===== config.mk =====
export PLATFORM = sky130hd
export DESIGN_NAME = l3_bus_arbiter
export DESIGN_NICKNAME = d
export VERILOG_FILES = /design/src/rtl/l3_pkg.sv /design/src/rtl/l3_sync_fifo.sv /design/src/rtl/l3_bus_arbiter.sv
export SDC_FILE = /design/constraint.sdc
export NUM_CORES = 1
export LEC_CHECK = 0
export BUFFER_PORTS_ARGS = -buffer_cell sky130_fd_sc_hd__buf_2
export CAP_MARGIN = 10
export CORE_UTILIZATION = 35
export DETAILED_ROUTE_END_ITERATION = 8
export GPL_TIMING_DRIVEN = 0
export SKIP_LAST_GASP = 1
export SYNTH_ARGS = -nofsm -noshare
export SYNTH_HDL_FRONTEND = slang
export SYNTH_SLANG_ARGS = --single-unit

===== constraint.sdc =====
create_clock -name clk -period 3.6 [get_ports clk]
set_input_delay 0.18 -clock clk [delete_from_list [all_inputs] [get_ports clk]]
set_output_delay 0.18 -clock clk [all_outputs]
set_load 0.05 [all_outputs]

===== src/rtl/l3_pkg.sv =====
// l3_pkg: shared constants and types for the L3 feeder stages
// Provides the grid data width, the arbiter state encoding and the FIFO entry layout.
package l3_pkg;
  localparam int L3_DW = 32;
  // Wide enough for up to 8 requester ports.
  localparam int L3_SRCW = 3;
  typedef enum logic {ARB_IDLE, ARB_BURST} arb_state_e;
  typedef struct packed {
    logic [L3_SRCW-1:0] src;
    logic [L3_DW-1:0]   data;
  } l3_entry_t;
endpackage


===== src/rtl/l3_sync_fifo.sv =====
// l3_sync_fifo: power-of-two synchronous FIFO with occupancy count
// Ports: clk, rst (async, active high), push/din write the tail, pop/dout read the head,
// full/empty flags, count = occupancy 0..DEPTH. Push when full and pop when empty are ignored.
module l3_sync_fifo #(
  parameter int DEPTH = 4,
  parameter int W = 35,
  localparam int AW = $clog2(DEPTH)
) (
  input  logic         clk,
  input  logic         rst,
  input  logic         push,
  input  logic         pop,
  input  logic [W-1:0] din,
  output logic [W-1:0] dout,
  output logic         full,
  output logic         empty,
  output logic [AW:0]  count
);
  logic [W-1:0] mem_q [DEPTH];
  logic [AW-1:0] wr_q, rd_q;
  logic [AW:0] cnt_q;
  logic do_push, do_pop;
  assign full = cnt_q == (AW+1)'(DEPTH);
  assign empty = cnt_q == '0;
  assign do_push = push && !full;
  assign do_pop = pop && !empty;
  assign dout = mem_q[rd_q];
  assign count = cnt_q;
  // Pointers wrap naturally because DEPTH is a power of two.
  always_ff @(posedge clk or posedge rst)
    if (rst) begin
      wr_q <= '0;
      rd_q <= '0;
      cnt_q <= '0;
    end else begin
      if (do_push) wr_q <= wr_q + 1'b1;
      if (do_pop) rd_q <= rd_q + 1'b1;
      cnt_q <= cnt_q + {{AW{1'b0}}, do_push} - {{AW{1'b0}}, do_pop};
    end
  always_ff @(posedge clk)
    if (do_push) mem_q[wr_q] <= din;
endmodule


===== src/rtl/l3_bus_arbiter.sv =====
// l3_bus_arbiter: round-robin, burst-locking feeder from NREQ ports onto the L3 grid bus
// Ports: clk, rst (async, active high); req_valid/req_last/req_data per port, req_ready one-hot grant;
// bus_ready from the grid; bus_out/bus_valid/bus_src registered output word (all zero when idle);
// fifo_count = buffered words.
module l3_bus_arbiter
  import l3_pkg::*;
#(
  parameter int NREQ = 4,
  parameter int DEPTH = 4,
  parameter int DW = L3_DW,
  localparam int SW = $clog2(NREQ),
  localparam int CW = $clog2(DEPTH) + 1
) (
  input  logic               clk,
  input  logic               rst,
  input  logic [NREQ-1:0]    req_valid,
  input  logic [NREQ-1:0]    req_last,
  input  logic [NREQ*DW-1:0] req_data,
  output logic [NREQ-1:0]    req_ready,
  input  logic               bus_ready,
  output logic [DW-1:0]      bus_out,
  output logic               bus_valid,
  output logic [SW-1:0]      bus_src,
  output logic [CW-1:0]      fifo_count
);
  arb_state_e state_q, state_d;
  logic [SW-1:0] rr_q, rr_d, grant_q, grant_d, win, sel;
  logic win_v, ok, accept, full, empty, pop;
  logic [DW-1:0] bus_out_q;
  logic bus_valid_q;
  logic [SW-1:0] bus_src_q;
  l3_entry_t push_e, head;
  logic unused_src;
  // Port index addition modulo NREQ, correct for non-power-of-two NREQ.
  function automatic logic [SW-1:0] wrap_add(input logic [SW-1:0] a, input int b);
    int s;
    s = int'(a) + b;
    return SW'(s >= NREQ ? s - NREQ : s);
  endfunction
  // Scan offsets high to low so the valid port nearest rr_q is the final assignment.
  always_comb begin
    win = '0;
    win_v = 1'b0;
    for (int k = NREQ - 1; k >= 0; k--)
      if (req_valid[wrap_add(rr_q, k)]) begin
        win = wrap_add(rr_q, k);
        win_v = 1'b1;
      end
  end
  always_comb begin
    state_d = state_q;
    rr_d = rr_q;
    grant_d = grant_q;
    sel = state_q == ARB_BURST ? grant_q : win;
    ok = state_q == ARB_BURST || win_v;
    // Ready depends only on occupancy, never on a same-cycle pop.
    req_ready = (!rst && ok && !full) ? {{(NREQ-1){1'b0}}, 1'b1} << sel : '0;
    accept = ok && !full && req_valid[sel];
    if (accept) begin
      state_d = req_last[sel] ? ARB_IDLE : ARB_BURST;
      rr_d = req_last[sel] ? wrap_add(sel, 1) : rr_q;
      grant_d = sel;
    end
  end
  always_comb begin
    push_e.src = L3_SRCW'(sel);
    push_e.data = req_data[int'(sel)*DW +: DW];
  end
  assign pop = !empty && bus_ready;
  assign unused_src = ^head.src;
  l3_sync_fifo #(.DEPTH(DEPTH), .W($bits(l3_entry_t))) u_fifo (
    .clk   (clk),
    .rst   (rst),
    .push  (accept),
    .pop   (pop),
    .din   (push_e),
    .dout  (head),
    .full  (full),
    .empty (empty),
    .count (fifo_count)
  );
  always_ff @(posedge clk or posedge rst)
    if (rst) begin
      state_q <= ARB_IDLE;
      rr_q <= '0;
      grant_q <= '0;
      bus_out_q <= '0;
      bus_valid_q <= 1'b0;
      bus_src_q <= '0;
    end else begin
      state_q <= state_d;
      rr_q <= rr_d;
      grant_q <= grant_d;
      bus_out_q <= pop ? head.data : '0;
      bus_valid_q <= pop;
      bus_src_q <= pop ? head.src[SW-1:0] : '0;
    end
  assign bus_out = bus_out_q;
  assign bus_valid = bus_valid_q;
  assign bus_src = bus_src_q;
endmodule


==> summary.txt <==
outcome: complete, but fails checks
failing checks: design-rule violations
multiplexer share of the synthesized area: 10.5%
post-synthesis instance area: 7880 um2
Horiz. Die Dim: 152 um
worst hold path cell count: 3
ys flop type: edfxtp_1
fin crit share: 91.6%
vias in the first global route: 5,301
Worst Path Max Fanout: 15
drt initial violations: 367
area grow syn2layout: 24.9%
CTS root buf: clkbuf_16
asr flop ratio synth: 25.7%
unrepaired setup endpoints after global routing: no
worst hold path class: in2reg
area of the core: 22,000 um2
Initial Util: 35.9%
Top Ports: 181
number of enable flip-flop cells after synthesis: 136
post-synthesis adder-cell area fraction: 1.84%
Critical Path RT: 3420 ps
WS Path Type: reg2out
Worst-Skew Late Latency: 420 ps
clock tree buffer depth: 2
number of CTS-inserted buffers: 17
Chip Height: 152 um
crit path max-delay cell type: clkbuf_1
Synth top area share: 51.8%
first-pass GRT wire length: 29.6 mm
Leak: 0.00406 uW
PD cells: 1040 nW/um2
post-synth top area cell: edfxtp_1
Fin. Hold Viols: 0
GRT Overall Usage: 17.2%
largest family of logic cells by synthesized area: simple AND/OR/NAND/NOR gates
Finished Layout Cells: 1,056
antenna-violating nets left: 0
Synth Area in Compound Gates: 4.81%
Max Cap Viol: 0
startpoint types: register
H-tree levels: 4
Final setup viols: 0
simple-gate share of the synthesized area: 13.1%
final net count: 912
Worst VDD drop: 0.395 mV
PortBufs: 180
gr ovfl total: 0
Post-CTS Setup Bufs: 0
fillcell total: 2,008
largest net degree at the start of global routing: 28
Slew Limit Fails: 0
worst slew pin tran: 883 ps
HPWL after detailed placement: 13.5 mm
crit end category: output pin
Mean Syn Cell Area: 14.1 um2
DP Cell Count: 1,022
TritonRoute pass-1 iters: 7
Clock Skew: 11.7 ps
initial antenna violation count: 2
flop and latch count out of synthesis: 183
die area: 23,100 um2
Distinct cells, synth: 38
routability congestion estimate: 0.771
Syn Nets: 707
XOR/XNOR Fraction of Synth Area: 0.556%
Syn Inst Count: 557
TritonCTS Sinks: 183
clk slew on worst S/H paths: 70 ps
layout cells sized above 1: 35.2%
DRC: 48
Max Freq: 303 MHz
post-route setup slack: 304 ps
R2R depth: 8
crit path DAT: 3120 ps
Seq/Total Area, Yosys: 66.8%
min Tclk post-route: 3300 ps
relative slew slack: 41.2%
via count: 5,177
pre-CTS WS: 310 ps
CP Cell Sequence: clkbuf_1, o31ai_4, buf_2, clkbuf_1, ha_1, and2_1, buf_2
Syn. warnings: 0
vias per cell: 4.90
Cell Rows: 54
CTS tree: done
Synth area leaders: edfxtp_1 (52%), dfrtp_1 (15%), mux4_2 (9.7%)
crit-path max cell delay: 690 ps
WL final: 19.2 mm
drt wl/cell: 18.2 um
## layout by cell type, fill, tap and decap left out, drive strengths merged, types with 3 or more instances in the layout
master / instances
and3: 32
nand2: 133
mux4: 34
a211o: 3
nor2b: 4
mux2: 4
inv: 16
nand3: 3
ha: 10
clkbuf: 38
dfrtp: 47
and2: 38
a31oi: 32
clkinvlp: 3
buf: 199
clkinv: 7
edfxtp: 136
xnor2: 4
nor2: 6
## synthesized netlist by cell type (2+ instances only)
master / number
o211ai_1: 2
a31oi_1: 32
nand3_1: 3
mux4_2: 34
buf_2: 9
xnor2_1: 4
a211oi_2: 2
dfrtp_1: 47
nand2_1: 133
clkbuf_1: 20
a211o_1: 3
ha_1: 10
edfxtp_1: 136
a21oi_1: 2
nor2_1: 5
inv_1: 13
mux2i_1: 2
and2_1: 38
and3_1: 32
buf_1: 5
nor2b_1: 4
nand2b_1: 2
mux2_1: 3
o31a_1: 2
## where the power goes
group | internal [uW] | leakage (uW) | switching [uW]
Combinational | 1530 | 0.00195 | 3100
Clock | 1010 | 0.000271 | 762
Sequential | 3600 | 0.00184 | 213
Total | 6140 | 0.00406 | 4080
## logic make-up after synthesis
kind of cell,Yosys count
AOI/OAI and AO/OA,50
xor gates and xnor gates,5
adders and majority gates,11
buffers and inverters,48
DFF,183
muxes,40
and+or+nand+nor,220
## flip-flops by register name, indices dropped and copies added (netlist names)
name	count
u_fifo.mem_q	136
bus_out	32
u_fifo.count	3
bus_src	2
grant_q	2
rr_q	2
u_fifo.rd_q	2
u_fifo.wr_q	2
bus_valid	1
state_q	1
## routing by layer
| layer | vias up | part of all wire [%] | track usage [%] |
|---|---|---|---|
| met5 | - | 0.052 | 0 |
| met4 | 2 | 1.4 | 5.15 |
| met3 | 24 | 6.5 | 4.48 |
| met2 | 172 | 46 | 26.8 |
| met1 | 2531 | 46 | 23.8 |
| li1 | 2448 | - | - |
## timing repair
item,CTS,global route
gates resized for setup,1,2
hold buffers,1,0
endpoints found under the setup margin,2,2
hold endpoints to repair,20,0
gates cloned,0,0
## path summary, 6_finish.rpt
path,startpoint,to,slack (ps)
max,state_q,req_ready[3],300
min,req_data[51],u_fifo.mem_q[3][19],200
max reg2reg,state_q,u_fifo.mem_q[3][26],650
min reg2reg,grant_q[1],grant_q[1],510
max in group asynchronous,rst,bus_out[0],2720
min in group asynchronous,rst,u_fifo.count[2],350
## per-stage QoR
stage	cell area, um2	util, %	hold slack [ps]	total power (uW)	TNS (ps)
after detailed placement	9270	42.2	266	8590	0
after global placement	9130	41.6	494	8440	-188780
final	9840	44.8	198	10200	0
after global routing	9840	44.8	200	10900	0
after floorplan	7880	-	466	7010	0
after CTS	9840	44.8	179	10400	0
## critical path: cells and delay by family, from the launching register on
kind	cells	cell delay, ps
adders and majority gates	1	260
and+or+nand+nor	1	120
AOI/OAI and AO/OA	1	460
DFF	1	370
buffers and inverters	4	1480
## final cells by class
| class | count | area (um2) | area share (%) |
|---|---|---|---|
| Buffer | 34 | 141 | 1.44 |
| Clock inverter | 14 | 133 | 1.35 |
| Sequential cell | 183 | 5260 | 53.4 |
| Antenna cell | 1 | 2.50 | 0.0254 |
| Timing Repair Buffer | 186 | 1020 | 10.3 |
| Tap cell | 280 | 350 | 3.56 |
| Clock buffer | 18 | 429 | 4.36 |
| Inverter | 14 | 52.6 | 0.534 |
| Multi-Input combinational cell | 326 | 2460 | 25.0 |
No activity file was read; power rests on OpenSTA's default activity.
